<file path="src/rtl/pipe_stage_reg.sv">
// Handshaked pipeline stage register with a one-entry skid buffer, flush-to-NOP,
// sticky halt and saturating stall/flush counters.
module pipe_stage_reg #(
  parameter int                 INSTR_W   = 16,
  parameter int                 PC_W      = 16,
  parameter logic [INSTR_W-1:0] NOP       = 16'h0800,
  parameter bit                 FLUSH_PRI = 1'b0,
  parameter int                 CNT_W     = 16
) (
  input  logic               clk,
  input  logic               rst,
  input  logic               in_valid,
  output logic               in_ready,
  input  logic [INSTR_W-1:0] in_instr,
  input  logic [PC_W-1:0]    in_pc,
  input  logic               in_halt,
  input  logic               flush,
  output logic               out_valid,
  input  logic               out_ready,
  output logic [INSTR_W-1:0] out_instr,
  output logic [PC_W-1:0]    out_pc,
  output logic               out_halt,
  output logic               halted,
  output logic [CNT_W-1:0]   stall_cnt,
  output logic [CNT_W-1:0]   flush_cnt
);

  logic               main_valid_q, main_valid_d;
  logic [INSTR_W-1:0] main_instr_q, main_instr_d;
  logic [PC_W-1:0]    main_pc_q,    main_pc_d;
  logic               main_halt_q,  main_halt_d;
  logic               skid_valid_q, skid_valid_d;
  logic [INSTR_W-1:0] skid_instr_q, skid_instr_d;
  logic [PC_W-1:0]    skid_pc_q,    skid_pc_d;
  logic               skid_halt_q,  skid_halt_d;
  logic               halted_q,     halted_d;
  logic               in_ready_q,   in_ready_d;
  logic [CNT_W-1:0]   stall_cnt_q,  stall_cnt_d;
  logic [CNT_W-1:0]   flush_cnt_q,  flush_cnt_d;

  logic               up_xfer, dn_xfer, stalled, halt_dn;
  logic [1:0]         n_drop;
  logic [CNT_W:0]     flush_sum;

  always_comb begin
    up_xfer = in_valid && in_ready_q;
    dn_xfer = main_valid_q && out_ready;
    stalled = main_valid_q && !out_ready;
    halt_dn = dn_xfer && main_halt_q;

    main_valid_d = main_valid_q;
    main_instr_d = main_instr_q;
    main_pc_d    = main_pc_q;
    main_halt_d  = main_halt_q;
    skid_valid_d = skid_valid_q;
    skid_instr_d = skid_instr_q;
    skid_pc_d    = skid_pc_q;
    skid_halt_d  = skid_halt_q;
    n_drop       = 2'd0;

    if (flush) begin
      skid_valid_d = 1'b0;
      if (FLUSH_PRI || !stalled) begin
        main_valid_d = 1'b0;
        main_instr_d = NOP;
        main_pc_d    = '0;
        main_halt_d  = 1'b0;
      end
      // at most two: a full skid forces in_ready low, so skid and input never both drop
      n_drop = {1'b0, up_xfer} + {1'b0, skid_valid_q} + {1'b0, FLUSH_PRI && stalled};
    end else if (halt_dn) begin
      // nothing behind a consumed halt may reach the output
      main_valid_d = 1'b0;
      main_instr_d = NOP;
      main_pc_d    = '0;
      main_halt_d  = 1'b0;
      skid_valid_d = 1'b0;
    end else if (!main_valid_q || dn_xfer) begin
      if (skid_valid_q) begin
        main_valid_d = 1'b1;
        main_instr_d = skid_instr_q;
        main_pc_d    = skid_pc_q;
        main_halt_d  = skid_halt_q;
        skid_valid_d = 1'b0;
      end else if (up_xfer) begin
        main_valid_d = 1'b1;
        main_instr_d = in_instr;
        main_pc_d    = in_pc;
        main_halt_d  = in_halt;
      end else begin
        main_valid_d = 1'b0;
        main_instr_d = NOP;
        main_pc_d    = '0;
        main_halt_d  = 1'b0;
      end
    end else if (up_xfer) begin
      skid_valid_d = 1'b1;
      skid_instr_d = in_instr;
      skid_pc_d    = in_pc;
      skid_halt_d  = in_halt;
    end

    halted_d   = halted_q || halt_dn;
    in_ready_d = !skid_valid_d && !halted_d;

    stall_cnt_d = stall_cnt_q;
    if (stalled && (stall_cnt_q != '1)) stall_cnt_d = stall_cnt_q + CNT_W'(1);

    flush_sum   = {1'b0, flush_cnt_q} + (CNT_W+1)'(n_drop);
    flush_cnt_d = flush_sum[CNT_W] ? '1 : flush_sum[CNT_W-1:0];
  end

  always_ff @(posedge clk or posedge rst) begin
    if (rst) begin
      main_valid_q <= 1'b0;
      main_instr_q <= NOP;
      main_pc_q    <= '0;
      main_halt_q  <= 1'b0;
      skid_valid_q <= 1'b0;
      skid_instr_q <= '0;
      skid_pc_q    <= '0;
      skid_halt_q  <= 1'b0;
      halted_q     <= 1'b0;
      in_ready_q   <= 1'b1;
      stall_cnt_q  <= '0;
      flush_cnt_q  <= '0;
    end else begin
      main_valid_q <= main_valid_d;
      main_instr_q <= main_instr_d;
      main_pc_q    <= main_pc_d;
      main_halt_q  <= main_halt_d;
      skid_valid_q <= skid_valid_d;
      skid_instr_q <= skid_instr_d;
      skid_pc_q    <= skid_pc_d;
      skid_halt_q  <= skid_halt_d;
      halted_q     <= halted_d;
      in_ready_q   <= in_ready_d;
      stall_cnt_q  <= stall_cnt_d;
      flush_cnt_q  <= flush_cnt_d;
    end
  end

  assign in_ready  = in_ready_q;
  assign out_valid = main_valid_q;
  assign out_instr = main_instr_q;
  assign out_pc    = main_pc_q;
  assign out_halt  = main_halt_q;
  assign halted    = halted_q;
  assign stall_cnt = stall_cnt_q;
  assign flush_cnt = flush_cnt_q;

endmodule
</file>
<file path="config.mk">
export PLATFORM = sky130hd
export DESIGN_NAME = pipe_stage_reg
export DESIGN_NICKNAME = d
export VERILOG_FILES = /design/src/rtl/pipe_stage_reg.sv
export SDC_FILE = /design/constraint.sdc
export NUM_CORES = 1
export LEC_CHECK = 0
export BUFFER_PORTS_ARGS = -buffer_cell sky130_fd_sc_hd__buf_2
export CORE_MARGIN = 5
export CORE_UTILIZATION = 25
export DETAILED_ROUTE_END_ITERATION = 10
export GPL_ROUTABILITY_DRIVEN = 1
export PLACE_DENSITY = 0.4
export SLEW_MARGIN = 20
export SYNTH_ARGS = -nofsm -noshare
export SYNTH_HDL_FRONTEND = slang
export SYNTH_SLANG_ARGS = --single-unit
export TNS_END_PERCENT = 100
</file>
<file path="constraint.sdc">
create_clock -name clk -period 7.8 [get_ports clk]
set_input_delay 0 -clock clk [delete_from_list [all_inputs] [get_ports clk]]
set_output_delay 0 -clock clk [all_outputs]
set_load 0.03 [all_outputs]
</file>
Word-level counts from Yosys, hierarchy flattened
Index checks and enable logic that the tools add are counted.
Operators by class
  mux-type cells: 29
  equality and inequality tests: 2
  bitwise operators: 3
  reductions and logical operators: 15
  add/subtract/negate cells: 3
Operators by type and width (number)
  $mux W16: 13
  $add A16 B2 Y17: 1
  $add A16 B1 Y16 const B: 1
  $ne A16 B16 Y1 const B: 1
  $mux W1: 15
  $logic_and A1 B1 Y1: 6
  $logic_not A1 Y1: 4
  $reduce_and A4 Y1: 1
  $not A1 Y1: 3
  $reduce_bool A3 Y1: 1
  $add A1 B1 Y2: 1
  $logic_or A1 B1 Y1: 2
  $mux W2: 1
  $ne A2 B2 Y1 const B: 1
  $reduce_and A2 Y1: 1
Word-level totals
  input port bits: 38
  register bits: 102
  output and inout port bits: 68
  logic and storage cells: 64

Logic depth before layout (Yosys ltp)
Gate-level depths: netlist of run 1.
  depth in word-level cells: 7
  depth in mapped cells: 12
  depth with buffers taken out: 10

Worst setup path after synthesis of run 1
OpenSTA, ideal clock, no wires.
  kind: register to register
  from: register in_ready_q, in the netlist in_ready
  to: register flush_cnt_q[10], in the netlist flush_cnt[10]
  buffers on the path: 0
  required time: 7.675 ns
  path slack: 4.971 ns
  arrival: 2.704 ns
  clock period less this slack: 2.829 ns
  stages on the path, launching flop included: 11
  setup time: 0.125 ns
  cells stage by stage: dfstp_2 nand2_1 ha_1 and2_1 ha_1 inv_1 fa_1 nand4b_1 nor2_1 and4_1 mux2_2
On the way
  word-level cells in the longest chain between the ends: 5
Ends and longest elaborated chain
  start: declaration: RTL line 37  | logic in_ready_q, in_ready_d;
  start signal: assignment: RTL line 137  | in_ready_q <= in_ready_d;
  $logic_and A1 B1 Y1: RTL line 46  | up_xfer = in_valid && in_ready_q;
  $add A1 B1 Y2: RTL line 70  | n_drop = {1'b0, up_xfer} + {1'b0, skid_valid_q} + {1'b0, FLUSH_PRI && stalled};
  $mux W2: RTL line 61  | if (flush) begin
  $add A16 B2 Y17: RTL line 109  | flush_sum = {1'b0, flush_cnt_q} + (CNT_W+1)'(n_drop);
  $mux W16: RTL line 110  | flush_cnt_d = flush_sum[CNT_W] ? '1 : flush_sum[CNT_W-1:0];
  via flush_cnt_d[10]: RTL line 39  | logic [CNT_W-1:0] flush_cnt_q, flush_cnt_d;
  end signal: assignment: RTL line 139  | flush_cnt_q <= flush_cnt_d;
  end: declaration: RTL line 39
The timed path passes the listed nets, and every way through them passes these cells.
A chain may end at the register's enable or synchronous reset.

Worst setup path after layout of run 1
  from: register in_ready_q, in the netlist in_ready
  to: register flush_cnt_q[6], in the netlist flush_cnt[6]
Same word-level chain as after synthesis.

==> impl_results.md, run 1 <==
- Status: finished, final reports clean
- Ant. Diodes: 0
- Post-Synth XOR/XNOR Area: 3.926%
- DR vias: 3474
- RSZ-0062 raised after global routing: false
- Total routed wirelength: 11.90 mm
- First drt pass iteration count: 4
- Crit path buffers/inverters: 1
- Cell area power density: 286.4 nW/um^2
- Clk sink count: 102
- Synth Area in Compound Gates: 12.11%
- Area of the multi-input gates: 1821 sq um
- Post-DP HPWL: 7.895 mm
- Minimum clock period: 3.123 ns
- Ys Warns: 0
- Fin crit share: 40.04%
- Syn Nets: 432
- CP Capture Type: register
- Starting Density: 25.62%
- Area added between synthesis and finish: 32.56%
- # fillers: 1810
- Top cell type's share of synthesized area: 56.09%
- LEAKAGE: 2.790 nW
- Sequential standard cell area: 2555 sq um
- Worst-Skew Late Latency: 0.34 ns
- Worst path max stage delay: 0.54 ns
- Number of remaining DRC errors: 0
- Worst min path class: in2reg
- Fin nets: 568
- Fmax: 320.2 MHz
- Most common cell in the synthesized netlist: dfrtp_1
- CTS tree: yes
- Startpoint Class: register
- Setup Crit Path Kind: reg2reg
- TNS Setup: 0 ns
- Synth Register Bits: 102
- Die width: 143.6 um
- Power Total: 1.694 mW
- Largest net degree at the start of global routing: 59
- Final core occ: 33.96%
- Multiplexer share of the synthesized area: 9.170%
- Commonest cells in the netlist: dfrtp_1, nand2_1, o21ai_0
- Setup violators final: 0
- Finished Cell Area: 5914 sq um
- CP startpoint: in_ready
- Yosys top cell by area: dfrtp_1
- Worst Tran Pin Value: 0.9084 ns
- Post-synthesis instance total: 389
- Std cell rows: 48
- Clk buf depth: 2
- First-pass GRT wire length: 19.71 mm
- Slowest CP cell: dfstp_2
- Drt wl/cell: 15.75 um
- Root Driver: clkbuf_16
- I/O Buffers: 105
- Critical path, cell by cell: nand2_1, ha_1, and2_1, ha_1, inv_1, fa_1, nand4b_1, nor2_1, nand3_1, o21ai_0
- Most frequent cell on the critical path: ha_1
- Top_reg_cell synth: dfrtp_1
- Synthesized area per cell: 11.47 sq um
- CORE AREA: 17420 sq um
- Share of layout cells above drive strength 1: 32.45%
- Gpl congestion: 0.7625
- Num ports: 106
- Vias in the first global route: 3614
- Drt first-iter violations: 147
- Worst r2r src: in_ready
- CTS H-tree lvls: 3
- Cts repair resizes: 0
- Relative slew slack: 39.31%
- Max Clock Skew: 0.005691 ns
- Async set-reset flop share out of synthesis: 100.0%
- Hold Vio Cnt, Final: 0
- Die area: 20620 sq um
- Max VDD drop: 0.1329 mV
- Max Cap Viol: 0
- FF-to-FF setup slack: 4.68 ns
- Main combinational cell family by area after synthesis: simple AND/OR/NAND/NOR gates
- Dpl cell area: 5240 sq um
- Adder-Cell Fraction of Synth Area: 1.570%
- Final Slew Violations: 0
- GRT Util Overall: 12.10%
- Number of enable flip-flop cells after synthesis: 0
- Cell area after synthesis: 4462 sq um
- Crit path required time: 8.05 ns
- Total grt overflow: 0
- Worst-path clk slew: 0.07 ns
- Post-Synth Simple-Gate Area: 13.52%
- Routed Antenna Nets: 0
- Crit path max fanout: 12
- Distinct cells, synth: 46
- Synth top area cells: dfrtp_1, mux2_2, a22oi_1
- Vias/cell: 4.601
- Initial antenna violation count: 0
- CTS Buf Count: 9
- CP arrival: 3.38 ns
- Beginning of the worst hold path: in_valid
- Die H: 143.6 um
- Register area share after synthesis: 57.26%
- CP delay by family, top: simple AND/OR/NAND/NOR gates
-- worst paths after layout --
kind                                 end  cells after the start
max in group asynchronous  flush_cnt[12]                      4
max reg2reg                 flush_cnt[6]                     10
min reg2reg                 out_instr[2]                      2
min in group asynchronous  out_instr[12]                      3
min                         flush_cnt[1]                      4
max                         flush_cnt[6]                     10
-- worst min-delay path: stages --
cell,delay [ns]
buf_2,0.10
nand4_1,0.14
fa_1,0.18
nand2_1,0.05
-- placed cells by master (no fill, tap or decap), types with 8 or more instances in the layout --
master,count
a22oi_1,32
buf_2,105
clkbuf_16,9
dfrtp_1,100
dlygate4sd3_1,36
inv_1,8
mux2_2,33
nand2_1,49
nand3_1,13
nor2_1,8
o21ai_0,37
xnor2_1,10
xor2_1,10
-- timing repair --
| item | 4_1_cts | 5_1_grt |
|---|---|---|
| setup buffers | 0 | 0 |
| hold buffers | 36 | 0 |
| endpoints found under the hold margin | 110 | 0 |
-- where the power goes --
part           leakage [nW]  internal (mW)  total (mW)  switching, mW
Sequential             1.33          0.669       0.772          0.103
Combinational          1.31          0.178       0.450          0.272
Clock                 0.153          0.276       0.472          0.195
Total                  2.79           1.12        1.69          0.570
-- cells by family (layout without fill, tap and decap cells) --
group | count (synthesis) | count (layout)
and+or+nand+nor | 113 | 113
buffers and inverters | 28 | 169
xor gates and xnor gates | 20 | 20
AOI/OAI and AO/OA | 85 | 85
adders and majority gates | 5 | 5
DFF | 102 | 102
muxes | 36 | 36
-- sequential cells by signal, summed over array words and instances, names as in the netlist, 16 cells and up --
register      cells
flush_cnt        16
out_instr        16
out_pc           16
skid_instr_q     16
skid_pc_q        16
stall_cnt        16
-- layer usage --
metal / GRT usage [%] / vias up / part of all wire (%)
met3: 2.063 / 11 / 4.5
met2: 18.93 / 75 / 46
li1: - / 1674 / -
met5: 0 / - / 0
met1: 16.77 / 1714 / 48
met4: 4.708 / 0 / 1.6
-- cell type report --
type	count	area share, %
clock inverter	2	0.6558
inverter	9	0.6135
sequential	102	43.20
multi-input combinational	259	30.78
tap	225	4.760
clock buffer	14	4.633
timing repair buffer	144	15.36
-- through the flow --
step,instances,hold WS (ns),setup slack (ns)
final,755,0.1714,4.677
after global routing,755,0.1979,4.344
after CTS,755,0.1590,4.653
after detailed placement,703,0.1153,4.679
after global placement,703,0.1111,4.777
after floorplan,389,0.08593,4.971
Note: power is estimated with default switching activity, not from simulation.
==> inputs of run 2 (changes only) <==
--- a/config.mk
+++ b/config.mk
@@ -5,6 +5,7 @@
 export SDC_FILE = /design/constraint.sdc
 export NUM_CORES = 1
 export LEC_CHECK = 0
+export ABC_AREA = 1
 export BUFFER_PORTS_ARGS = -buffer_cell sky130_fd_sc_hd__buf_2
 export CORE_MARGIN = 5
 export CORE_UTILIZATION = 25
==> constraint.sdc (replaced) <==
create_clock -name clk -period 2.9 [get_ports clk]
set_input_delay 0 -clock clk [delete_from_list [all_inputs] [get_ports clk]]
set_output_delay 0 -clock clk [all_outputs]
set_load 0.03 [all_outputs]
==> run 2 against run 1 <==
  * Sequential cell count unchanged
  * Register-to-register slack worse by 4.4 ns
  * Critical path depth stayed put
  * Global-route usage grew 0.35 points
  * Die area rose by 12%
  * Critical path type unchanged
  * Clock power grew to 2.7 times the previous value
  * Sequential share of layout area fell by 3.4 points
  * Utilization is 1.2 points lower
  * Area after synthesis is 13% higher
==> impl_results.md, run 2 <==
- Status: finished, final reports clean
- Worst-path clk slew: 0.07 ns (about the same)
- Commonest cells after routing, fill and taps aside: nand2_1, buf_2, dfrtp_1
- Clk buf depth: 2 (unchanged)
- Die width: 151.8 um (+5.7%)
- Root Driver: clkbuf_16
- I/O Buffers: 105 (unchanged)
- Post-synthesis instance total: 617 (+59%)
- Total routed wirelength: 13.96 mm (+17%)
- Distinct cells, synth: 31 (-33%)
- Worst-Skew Late Latency: 0.36 ns (+0.02 ns)
- Startpoint Class: register
- Total grt overflow: 0 (unchanged)
- CTS H-tree lvls: 3 (unchanged)
- End of the worst hold path: skid_valid_q
- Critical path, cell by cell: nand2_1, buf_4, nor3_1, inv_1, fa_1, inv_1, nand2_1, nor2_4, nand4_2, nand3_1
- Crit path depth: 10 (unchanged)
- # fillers: 2136 (+18%)
- LEAKAGE: 3.228 nW (+16%)
- Number of remaining DRC errors: 0 (unchanged)
- First-pass GRT wire length: 23.63 mm (+20%)
- Routed Antenna Nets: 0 (unchanged)
- Syn Nets: 660 (+53%)
- Vias/cell: 4.322 (-6.1%)
- Switching power: 1.621 mW (+180%)
- Minimum clock period: 2.621 ns (-0.5027 ns)
- Cts repair resizes: 0 (unchanged)
- Commonest non-fill, non-tap cell in the layout: nand2_1
- Worst min path class: in2reg
- Area of the multi-input gates: 2003 sq um (+10%)
- CORE AREA: 19650 sq um (+13%)
- Beginning of the worst hold path: out_ready
- Drt wl/cell: 13.69 um (-13%)
- Gpl congestion: 0.7999 (+4.9%)
- Ys Warns: 0 (unchanged)
- Num ports: 106 (unchanged)
- CP delay by family, top: simple AND/OR/NAND/NOR gates
- Max Clock Skew: 0.009298 ns (+0.003606 ns)
- Setup Crit Path Kind: reg2reg
- Hold Vio Cnt, Final: 0 (unchanged)
- Synthesized area per cell: 8.148 sq um (-29%)
- Fin nets: 792 (+39%)
- Number of enable flip-flop cells after synthesis: 0 (unchanged)
- First drt pass iteration count: 4 (unchanged)
- Vias in the first global route: 4550 (+26%)
- CP Capture Type: register
- Final Slew Violations: 0 (unchanged)
- Starting Density: 25.58% (-0.038 points)
- Most common cell in the synthesized netlist: nand2_1
- Worst path max stage delay: 0.56 ns (+0.02 ns)
- TNS Setup: 0 ns (unchanged)
- FF-to-FF setup slack: 0.28 ns (-4.40 ns)
- Cell area after synthesis: 5027 sq um (+13%)
- Ant. Diodes: 0 (unchanged)
- Worst r2r src: in_ready
- Max VDD drop: 0.2753 mV (+110%)
- Slowest CP cell: dfstp_2
- Post-DP HPWL: 9.637 mm (+22%)
- Fmax: 381.6 MHz (+19%)
- WHS Path Cells: 4 (unchanged)
- Commonest cells in the netlist: nand2_1, dfrtp_1, inv_1
- Relative slew slack: 48.45% (+9.1 points)
- Std cell rows: 51 (+6.3%)
- Share of layout cells above drive strength 1: 21.09% (-11 points)
- Die area: 23040 sq um (+12%)
- Synth Register Bits: 102 (unchanged)
- DR vias: 4404 (+27%)
- Clk sink count: 102 (unchanged)
- Comb pwr share: 26.7% (about the same)
- Finished Cell Area: 6430 sq um (+8.7%)
- Drt first-iter violations: 279 (+90%)
- Crit path required time: 3.18 ns (-4.87 ns)
- Setup violators final: 0 (unchanged)
- Internal power: 2.866 mW (+160%)
- CTS tree: yes
- Area added between synthesis and finish: 27.90%
- Fin crit share: 90.37% (+50 points)
- GRT Util Overall: 12.44% (+0.35 points)
- Top_reg_cell synth: dfrtp_1
- Switching Share: 36.12% (+2.5 points)
- Dpl cell area: 5781 sq um (+10%)
- Synth top area cells: dfrtp_1, nand2_1, inv_1
- Sequential standard cell area: 2556 sq um (about the same)
- Die H: 151.8 um (+5.7%)
- Hold Worst Slack: 0.01228 ns (-0.1591 ns)
- Reg2reg end: flush_cnt[13]
- Top cell type's share of synthesized area: 49.78% (-6.3 points)
- Worst Tran Pin Value: 0.7732 ns (-0.1352 ns)
- Async set-reset flop share out of synthesis: 100.0% (unchanged)
- Initial antenna violation count: 0 (unchanged)
- RSZ-0062 raised after global routing: false
- CTS Buf Count: 9 (unchanged)
- Worst reg2reg path depth: 10 (unchanged)
- Max Cap Viol: 0 (unchanged)
- Cell area power density: 697.8 nW/um^2 (+140%)
- Yosys top cell by area: dfrtp_1
- CP arrival: 2.90 ns (-0.48 ns)
- Reg power frac: 45.3% (-0.3 points)
- Clock power frac: 28.0% (about the same)
- Crit path buffers/inverters: 3 (+2)
- Register area share after synthesis: 50.82% (-6.4 points)
- Crit path max fanout: 34 (+22)
- Largest net degree at the start of global routing: 64 (+8.5%)
run 2: cell types whose count changed after synthesis, sizes merged, moves of 9 or more:
cell | previous run | this run
nand2 | 49 | 174
inv | 9 | 81
o21ai | 38 | 78
mux2 | 36 | 0
a22oi | 32 | 0
nor3 | 7 | 37
a21oi | 3 | 31
nor2 | 11 | 34
buf | 3 | 20
clkbuf | 16 | 5
nand3 | 13 | 24
nor4 | 9 | 0
run 2: worst reg2reg max path, stage by stage, from the launching register on:
cell and delay (ns):
dfstp_2 0.56, nand2_1 0.08, buf_4 0.27, nor3_1 0.27, inv_1 0.11, fa_1 0.43
inv_1 0.09, nand2_1 0.11, nor2_4 0.18, nand4_2 0.28, nand3_1 0.18
run 2: repair_timing:
action	4_1_cts	5_1_grt
endpoints found under the hold margin	91	0
setup buffers	0	0
hold buffers	35	0
run 2: power by group through the flow:
stage	logic, mW	registers, mW	clock network (mW)
floorplan	0.592	2.28	0
global placement	1.16	2.06	0
detailed placement	1.18	2.07	0
CTS	1.22	2.04	1.30
global route	1.35	2.09	1.37
finish	1.20	2.03	1.26
run 2: area by class of cell:
type	instances	area share [%]
Sequential cell	102	39.75
Multi-Input combinational cell	409	31.15
Timing Repair Buffer	146	14.52
Tap cell	265	5.157
Inverter	81	4.767
Clock buffer	10	3.561
Clock inverter	6	1.090
run 2: kinds of logic after synthesis:
family          count (synthesis)  synth area share (%)
simple gates                  287                 25.29
compound gates                111                 11.95
xor+xnor                        6                 1.045
fa+ha+maj                       5                 1.394
flops                         102                 50.82
buf+inv                       106                 9.507
run 2: worst max path at each step:
stage,startpoint,end,slack [ns]
after global routing,in_ready,flush_cnt[13],0.04
after floorplan,rst,flush_cnt[0],0.23
after CTS,in_ready,flush_cnt[13],0.23
after global placement,in_ready,flush_cnt[13],0.35
after detailed placement,in_ready,flush_cnt[13],0.23
final,in_ready,flush_cnt[13],0.28
run 2: stage by stage:
step                      total power [mW]  std cells  util, %  worst slack [ns]
after floorplan                      2.871        617        -            0.2278
after global placement               3.217        968    29.41            0.3488
after detailed placement             3.251        968    29.41            0.2350
after CTS                            4.565       1019    32.72            0.2268
after global routing                 4.810       1019    32.72           0.04287
final                                4.487       1019    32.72            0.2792
run 2: layer usage:
| metal | GRT usage [%] | vias up | wire [um] | share of wire [%] |
|---|---|---|---|---|
| met5 | 0 | - | 0 | 0 |
| met4 | 3.553 | 0 | 193 | 1.4 |
| met3 | 3.067 | 13 | 606 | 4.3 |
| met2 | 20.05 | 84 | 6445 | 46 |
| met1 | 16.67 | 2064 | 6710 | 48 |
| li1 | - | 2243 | - | - |
